===== config.mk =====
export PLATFORM = sky130hd
export DESIGN_NAME = branch_resolve_unit
export DESIGN_NICKNAME = d
export VERILOG_FILES = /design/src/rtl/branch_pkg.sv /design/src/rtl/branch_resolve_unit_cmp.sv /design/src/rtl/branch_resolve_unit.sv
export SDC_FILE = /design/constraint.sdc
export NUM_CORES = 1
export LEC_CHECK = 0
export CAP_MARGIN = 20
export CORE_UTILIZATION = 50
export DETAILED_ROUTE_END_ITERATION = 16
export PLACE_DENSITY = 0.81
export SLEW_MARGIN = 5
export SYNTH_ARGS = -nofsm -noshare
export SYNTH_HDL_FRONTEND = slang
export SYNTH_HIERARCHICAL = 1
export SYNTH_SLANG_ARGS = --single-unit

===== constraint.sdc =====
create_clock -name clk -period 3.2 [get_ports clk]
set_clock_uncertainty 0.05 [all_clocks]
set_input_delay 0.32 -clock clk [delete_from_list [all_inputs] [get_ports clk]]
set_output_delay 0.32 -clock clk [all_outputs]
set_load 0.1 [all_outputs]

===== src/rtl/branch_pkg.sv =====
// Shared constants for the execute-stage branch resolver:
// condition codes, op kinds and the default datapath width.
package branch_pkg;

  localparam int XLEN_DEF = 32;

  localparam logic [2:0] F3_BEQ  = 3'b000;
  localparam logic [2:0] F3_BNE  = 3'b001;
  localparam logic [2:0] F3_BLT  = 3'b100;
  localparam logic [2:0] F3_BGE  = 3'b101;
  localparam logic [2:0] F3_BLTU = 3'b110;
  localparam logic [2:0] F3_BGEU = 3'b111;

  typedef enum logic [1:0] {
    OPK_BRANCH = 2'b00,
    OPK_JAL    = 2'b01,
    OPK_JALR   = 2'b10,
    OPK_RSVD   = 2'b11
  } opk_e;

endpackage


===== src/rtl/branch_resolve_unit_cmp.sv =====
// Operand comparator: equality plus signed and unsigned less-than.
module branch_cmp
  import branch_pkg::*;
#(
  parameter int XLEN = XLEN_DEF
) (
  input  logic [XLEN-1:0] rs1,
  input  logic [XLEN-1:0] rs2,
  output logic            eq,
  output logic            ltSigned,
  output logic            ltUnsigned
);

  assign eq         = (rs1 == rs2);
  assign ltUnsigned = (rs1 < rs2);
  assign ltSigned   = ($signed(rs1) < $signed(rs2));

endmodule


===== src/rtl/branch_resolve_unit.sv =====
// Resolves BRANCH/JAL/JALR in execute: direction, target, link,
// misprediction, behind one registered valid/ready output stage.
module branch_resolve_unit
  import branch_pkg::*;
#(
  parameter int XLEN   = XLEN_DEF,
  parameter int IALIGN = 32,
  parameter int CNT_W  = 32
) (
  input  logic             clk,
  input  logic             rst_n,
  input  logic             in_valid,
  output logic             in_ready,
  input  logic [XLEN-1:0]  rs1,
  input  logic [XLEN-1:0]  rs2,
  input  logic [XLEN-1:0]  pc,
  input  logic [XLEN-1:0]  imm,
  input  logic [2:0]       funct3,
  input  logic [1:0]       op_kind,
  input  logic             pred_taken,
  input  logic [XLEN-1:0]  pred_target,
  input  logic             flush,
  output logic             out_valid,
  input  logic             out_ready,
  output logic             taken,
  output logic [XLEN-1:0]  target,
  output logic [XLEN-1:0]  link,
  output logic [XLEN-1:0]  redirect_pc,
  output logic             mispredict,
  output logic             illegal,
  output logic             misalign,
  output logic [CNT_W-1:0] branch_cnt,
  output logic [CNT_W-1:0] mispred_cnt
);

  logic            eq;
  logic            ltSigned;
  logic            ltUnsigned;
  logic            takenC;
  logic            illegalC;
  logic            misalignC;
  logic            mispredC;
  logic [XLEN-1:0] tgtC;
  logic [XLEN-1:0] linkC;
  logic            accept;
  logic            retire;

  branch_cmp #(.XLEN(XLEN)) uCmp (
    .rs1        (rs1),
    .rs2        (rs2),
    .eq         (eq),
    .ltSigned   (ltSigned),
    .ltUnsigned (ltUnsigned)
  );

  always_comb begin
    takenC   = 1'b0;
    illegalC = 1'b0;
    tgtC     = pc + imm;
    unique case (opk_e'(op_kind))
      OPK_BRANCH: begin
        unique case (funct3)
          F3_BEQ:  takenC = eq;
          F3_BNE:  takenC = !eq;
          F3_BLT:  takenC = ltSigned;
          F3_BGE:  takenC = !ltSigned;
          F3_BLTU: takenC = ltUnsigned;
          F3_BGEU: takenC = !ltUnsigned;
          default: illegalC = 1'b1;
        endcase
      end
      OPK_JAL:  takenC = 1'b1;
      OPK_JALR: begin
        takenC = 1'b1;
        tgtC   = (rs1 + imm) & ~XLEN'(1);
      end
      default:  illegalC = 1'b1;
    endcase
  end

  assign linkC = pc + XLEN'(4);

  // Compressed-capable cores only need halfword alignment
  assign misalignC = takenC &&
                     ((IALIGN == 16) ? tgtC[0] : (tgtC[1:0] != 2'b00));

  assign mispredC = !illegalC && !misalignC &&
                    ((takenC != pred_taken) ||
                     (takenC && (pred_target != tgtC)));

  assign in_ready = !out_valid || out_ready;
  assign accept   = in_valid && in_ready && !flush;
  assign retire   = out_valid && out_ready && !flush;

  always_ff @(posedge clk or negedge rst_n) begin
    if (!rst_n) begin
      out_valid   <= 1'b0;
      taken       <= 1'b0;
      target      <= '0;
      link        <= '0;
      redirect_pc <= '0;
      mispredict  <= 1'b0;
      illegal     <= 1'b0;
      misalign    <= 1'b0;
    end else if (flush) begin
      out_valid <= 1'b0;
    end else if (accept) begin
      out_valid   <= 1'b1;
      taken       <= takenC;
      target      <= tgtC;
      link        <= linkC;
      redirect_pc <= takenC ? tgtC : linkC;
      mispredict  <= mispredC;
      illegal     <= illegalC;
      misalign    <= misalignC;
    end else if (out_ready) begin
      out_valid <= 1'b0;
    end
  end

  always_ff @(posedge clk or negedge rst_n) begin
    if (!rst_n) begin
      branch_cnt  <= '0;
      mispred_cnt <= '0;
    end else if (retire) begin
      if (!illegal && (branch_cnt != '1))
        branch_cnt <= branch_cnt + CNT_W'(1);
      if (mispredict && (mispred_cnt != '1))
        mispred_cnt <= mispred_cnt + CNT_W'(1);
    end
  end

endmodule


; Word level (Yosys, flattened, before mapping)
; Index checks and enable logic that the tools add are counted.
; Widths: inputs -> output; s select.
[totals]
regBits = 165
input_bits = 171
output_inout_bits = 166
elab_cells = 68
[classes]
addsub = 5
order_cmp = 2
eq_ne = 12
mux = 9
n_bitwise = 1
n_reduce_logical = 29
[op_table]
columns = cell, count
row1 = $add 32x1->32 const B, 2
row2 = $add 32x32->32, 2
row3 = $lt 32x32->1, 2
row4 = $mux 32, 2
row5 = $ne 32x32->1 const B, 2
row6 = $add 32x3->32 const B, 1
row7 = $eq 32x32->1, 1
row8 = $ne 32x32->1, 1
row9 = $eq 3x3->1 const B, 4
row10 = $logic_and 1x1->1, 10
row11 = $logic_not 1->1, 8
row12 = $pmux 1 s6, 1
row13 = $reduce_and 2->1, 3
row14 = $reduce_or 6->1, 1
row15 = $mux 1, 4
row16 = $pmux 1 s2, 2
row17 = $eq 3x1->1 const B, 1
row18 = $logic_not 3->1, 1
row19 = $reduce_bool 3->1, 1
row20 = $eq 2x1->1 const B, 1
row21 = $eq 2x2->1 const B, 1
row22 = $logic_not 2->1, 1
row23 = $logic_or 1x1->1, 2
row24 = $reduce_bool 2->1, 1
row25 = other kinds (3), 3

; Depth between registers and ports, before layout
; Gate-level depths: netlist of run 1.
[logic_depth]
depth_word = 8
ltp_mapped = 18
ltp_nobuf = 18

; Hierarchy
; Netlist of run 1, hierarchy kept.
[by_module_without_submodules]
columns = mod, instances, cells_per_inst, area_per_inst_um2, seq_area_each_um2
row1 = branch_resolve_unit, 1, 1440, 12345.6, 4129.0
row2 = branch_cmp, 1, 115, 822.0, 0.0

; Worst setup path after synthesis of run 1
; Ideal clock, no wire load.
[synth_path]
path_type = input to register
startpoint = input port rs2[25]
endpoint = register mispredict
setup_ps = 123
arrival_time_ps = 3813
required_ps = 3027
slack_ps = -786
stages = 18
n_path_buf = 0
cell_sequence = inv_1 -> ha_1 -> a21o_1 -> a221o_1 -> a221o_1 -> and2_4 -> nor4_2 -> mux2i_1 -> xor2_1 -> nor2_1 -> a311oi_1 -> nor3_1 -> nand4_1 -> a2111oi_0 -> nand4_1 -> a2111oi_0 -> and4_1 -> a21oi_1
[synth_between]
elab_chain_len = 8
elab_cells_between_ends = 15
classes_between = order compare: 2 / eq/ne: 2 / mux: 2 / reduce/logical: 9
[synth_rtl]
columns = element, line
row1 = start: declaration, branch_resolve_unit.sv:15  ; input logic [XLEN-1:0] rs2,
row2 = $lt 32x32->1 *, branch_resolve_unit_cmp.sv:16  ; assign ltSigned = ($signed(rs1) < $signed(rs2));
row3 = named net ltSigned, branch_resolve_unit.sv:37  ; logic ltSigned;
row4 = $logic_not 1->1, branch_resolve_unit.sv:66  ; F3_BGE: takenC = !ltSigned;
row5 = $pmux 1 s6 *, branch_resolve_unit.sv:62  ; unique case (funct3)
row6 = $pmux 1 s2 *, branch_resolve_unit.sv:60  ; unique case (opk_e'(op_kind))
row7 = $logic_and 1x1->1, branch_resolve_unit.sv:84  ; assign misalignC = takenC &&
row8 = $logic_not 1->1, branch_resolve_unit.sv:87  ; assign mispredC = !illegalC && !misalignC &&
row9 = $logic_and 1x1->1, branch_resolve_unit.sv:87
row10 = $logic_and 1x1->1 *, branch_resolve_unit.sv:87
row11 = end signal: assignment, branch_resolve_unit.sv:113  ; mispredict <= mispredC;
row12 = end: declaration, branch_resolve_unit.sv:29  ; output logic mispredict,
; Mark *: on every way through the listed nets, which the timed path passes. The rest lies on a longest branch.
; A chain may end at the register's enable or synchronous reset.

; Worst setup path after layout of run 1
[layout_path]
startpoint = input port imm[1]
endpoint = register mispredict
[layout_between]
elab_chain_len = 7
elab_cells_between_ends = 11
classes_between = add/sub: 2 / eq/ne: 1 / mux: 1 / reduce/logical: 7
[layout_rtl]
columns = element, line
row1 = start: declaration, branch_resolve_unit.sv:17  ; input logic [XLEN-1:0] imm,
row2 = "$add 32x32->32, on equally long branches", "branch_resolve_unit.sv:59, branch_resolve_unit.sv:75"
row3 = $mux 32 *, branch_resolve_unit.sv:60
row4 = "parallel branches: the longest is 4 deep, another holds $ne 32x32->1", --
row5 = $logic_and 1x1->1 *, branch_resolve_unit.sv:87
; Every way passes the cells marked *.

==> results of run 1 <==
[layout by cell type, fill, tap and decap left out, types with 16 or more instances in the layout]
cell type and count:
dfrtp_1 152, nor2_1 74, a21o_1 19, inv_2 22, mux2_2 31, xor2_1 64
clkdlybuf4s50_1 182, nand3_1 53, ha_1 46, xnor2_1 98, ha_4 46, o21ai_0 98
clkbuf_16 17, buf_2 20, and3_1 31, nand2_1 213, o21ai_1 26, a21oi_1 77
mux2i_1 18, nor3_1 23, a21oi_2 21, nand4_1 42, inv_1 37, dlygate4sd2_1 30
o21ai_2 16, dlymetal6s2s_1 16, buf_4 438
[registers in the layout (all words and copies together), names as in the netlist]
name         cells
branch_cnt      32
link            32
mispred_cnt     32
redirect_pc     32
target          32
illegal          1
misalign         1
mispredict       1
out_valid        1
taken            1
[through the flow]
stage	hold WS, ps	setup slack (ps)
after floorplan	-25.6	-254
after global placement	382	-1250
after detailed placement	389	-1310
after CTS	433	-428
after global routing	408	-435
final	402	-369
[kinds of logic after synthesis]
family,count (synthesis)
simple gates,556
fa+ha+maj,101
mux,59
xor+xnor,167
flops,165
compound gates,380
buf+inv,127
[worst reg2reg max path, stage by stage, from the launching register on]
cell and delay (ps):
dfrtp_2 410, nand4_1 150, nor3_1 320, nand3_1 200
nor2_2 300, and4_1 280, and3_1 230, a31oi_2 120
buf_4 180, nand2_1 160, nor3_2 50, buf_4 170
and3_1 200, xnor2_1 120
[path summary, 6_finish.rpt]
check | from | endpoint | slack, ps | cells past startpoint
hold / removal | pc[1] | link[1]$_DFFE_PN0P_ | 400 | 3
setup reg to reg | mispred_cnt[12]$_DFFE_PN0P_ | mispred_cnt[31]$_DFFE_PN0P_ | 140 | 13
max in group asynchronous | rst_n | target[2]$_DFFE_PN0P_ | 1790 | 3
hold reg to reg | link[7]$_DFFE_PN0P_ | link[7]$_DFFE_PN0P_ | 430 | 2
min in group asynchronous | rst_n | target[26]$_DFFE_PN0P_ | 490 | 2
setup / recovery | imm[1] | mispredict$_DFFE_PN0P_ | -370 | 16
[power by group]
group / switching, mW / internal [mW] / total (mW)
clock: 0.918 / 1.02 / 1.94
sequential: 0.212 / 2.38 / 2.59
combinational: 4.11 / 2.07 / 6.18
[routing by layer]
layer	vias up	track usage, %
met5	-	0
li1	6947	-
met2	772	63.2
met4	0	18.3
met3	170	6.41
met1	7208	47.2
[cells in the mapped netlist (4+ instances only)]
master / n / area share (%)
a2111oi_0: 5 / 0.33
a211oi_1: 12 / 0.68
a21o_1: 19 / 1.1
a21oi_1: 99 / 3.8
a31o_2: 5 / 0.33
a31oi_1: 12 / 0.57
and2_1: 10 / 0.48
and2_4: 4 / 0.27
and3_1: 32 / 1.5
and4_1: 13 / 0.86
buf_2: 10 / 0.38
clkbuf_1: 51 / 1.5
dfrtp_1: 165 / 31
ha_1: 99 / 9.4
inv_1: 62 / 1.8
mux2_2: 39 / 3.3
mux2i_1: 20 / 1.5
nand2_1: 216 / 6.2
nand2b_1: 8 / 0.38
nand3_1: 53 / 2.0
nand3b_1: 6 / 0.34
nand4_1: 42 / 2.0
nand4b_1: 5 / 0.33
nor2_1: 87 / 2.5
nor2b_1: 17 / 0.81
nor3_1: 27 / 1.0
nor4_1: 8 / 0.38
o211ai_1: 9 / 0.51
o21a_1: 8 / 0.46
o21ai_0: 137 / 5.2
o21bai_1: 7 / 0.40
o22ai_1: 7 / 0.33
o31ai_1: 4 / 0.23
or2_2: 4 / 0.19
or3_1: 7 / 0.33
xnor2_1: 99 / 6.6
xor2_1: 65 / 4.3
[repair_timing]
item	CTS	global route
setup endpoints to repair	40	55
setup buffers	14	18
hold endpoints to repair	85	0
resized for setup	330	137
pin swaps	35	42
gates cloned	7	0
hold buffers	1	0
[final cells by class]
| class | instances | area share [%] |
|---|---|---|
| clock buffers | 19 | 2.03 |
| clock inverters | 13 | 0.539 |
| multi-input cells | 1263 | 45.8 |
| repair buffers | 724 | 29.1 |
| inverters | 62 | 1.17 |
| flip-flops and latches | 165 | 19.4 |
| well taps | 335 | 1.96 |
==> impl_metrics.tcl, run 1 <==
set metrics [dict create \
    drt-wirelength-per-cell_um 20.5 \
    synth-simple-area-share_pct 20.8 \
    synth_cell_types 84 \
    ys_seq_elements 165 \
    rows 59 \
    critical_path.most_common_cell "buf_4" \
    max-slew-margin-rel_pct 29.3 \
    place_inst 2514 \
    pin_count 337 \
    ant_nets 0 \
    hold_class "input pin to flip-flop" \
    synth_top_family_by_area "simple AND/OR/NAND/NOR gates" \
    ys_seq_area_share_pct 31.4 \
    tns_ps -641 \
    multi_input_area_um2 9780 \
    rsz0062_at_grt "yes" \
    fill_cells 1588 \
    cp_top_family "compound AO/OA/AOI/OAI gates" \
    cap_violations 0 \
    route.met2.wl_mm 24.8 \
    cts_buffers 17 \
    core_um2 25900 \
    synth_compound_area_share_pct 18.1 \
    nets 2505 \
    clk_pin_slew_ps 70 \
    end_kind "flip-flop" \
    grt_usage_pct 37.8 \
    grt_start_max_net_pins 89 \
    hold_violations 0 \
    slowest_delay_ps 550 \
    fin_ws_ps -369 \
    die_area_um2 27000 \
    avgSynthCellArea_um2 8.47 \
    synth-xor-area-share_pct 11.4 \
    drt_iter0_drc 1364 \
    finish.utilization_pct 82.4 \
    synth_mux_area_share_pct 4.86 \
    ys.flop_type "dfrtp_1" \
    crit_chain "dlygate4sd2_1 > buf_4 > ha_1 > nand4_1 > a211oi_2 > buf_4 > nor3_1 > o21bai_1 > a21oi_1 > xor2_1 > mux2i_1 > xor2_1 > nor4_1 > buf_4 > and4_1 > a21oi_1" \
    finalCriticalPeriod_ps 3570 \
    num_vias 15100 \
    antenna_found_initial 0 \
    async_reset_ff_share_pct 100 \
    yosys_warnings 6 \
    vdd_drop_max_v 0.000708 \
    placed_area_um2 19300 \
    fin_cells 2581 \
    final_area_um2 21400 \
    cts-root-buf "clkbuf_16" \
    max_freq_mhz 280 \
    grt_pass1_vias 15000 \
    path_max_fanout 3 \
    cts_tree "done" \
    clock-sinks 165 \
    arrival_ps 3830 \
    vias_per_cell 5.85 \
    clockBufferDepth 2 \
    finalWeightedCongestion 0.967 \
    initial_utilization_pct 50.8 \
    cp.required_ps 3460 \
    dp_hpwl_mm 39.6 \
    grt_overflow 0 \
    die_w_um 164 \
    finalSetupViolCount 8 \
    synth_edf_count 0 \
    status "finished with violations" \
    port_buffers 336 \
    worst_slew_pin_slew_ps 1060 \
    wl_met1_mm 21.3 \
    power_density_nw_per_um2 502 \
    antenna_cells 0 \
    clk_latency_ps 430 \
    firstDrtPassIters 6 \
    layout-drive-gt1-share_pct 34.7 \
    netlist_area_um2 13200 \
    totalPowerFinal_mw 10.7 \
    violations "setup timing" \
    drc 0 \
    fin_crit_sh_pct 112 \
    syn_to_final_growth_pct 62.2 \
    top_layer "met4" \
    p_leak_nw 9.71 \
    wl_mm 53.0 \
    cp_slowest_cell "mux2i_1" \
    netlist_instances 1555 \
    syn-num-nets 1827 \
    worstSetupStartpointType "input pin" \
    register_area_um2 4150 \
    report.final.slew_viol_count 0 \
    fp.dieH_um 164 \
    htree_levels 4 \
    wl_met3_mm 4.40 \
    path_class "input pin to flip-flop" \
    grt_pass1_wl_mm 78.4 \
    worstPathBufferInverterCount 4 \
    yosys.area_share.adder_pct 9.71 \
]
No activity file was read; power rests on OpenSTA's default activity.
==> run 2: changes to the inputs <==
- SLEW_MARGIN: 5 -> default
==> results of run 2 <==
Final layout, timing and power as in run 1 (identical DEF).
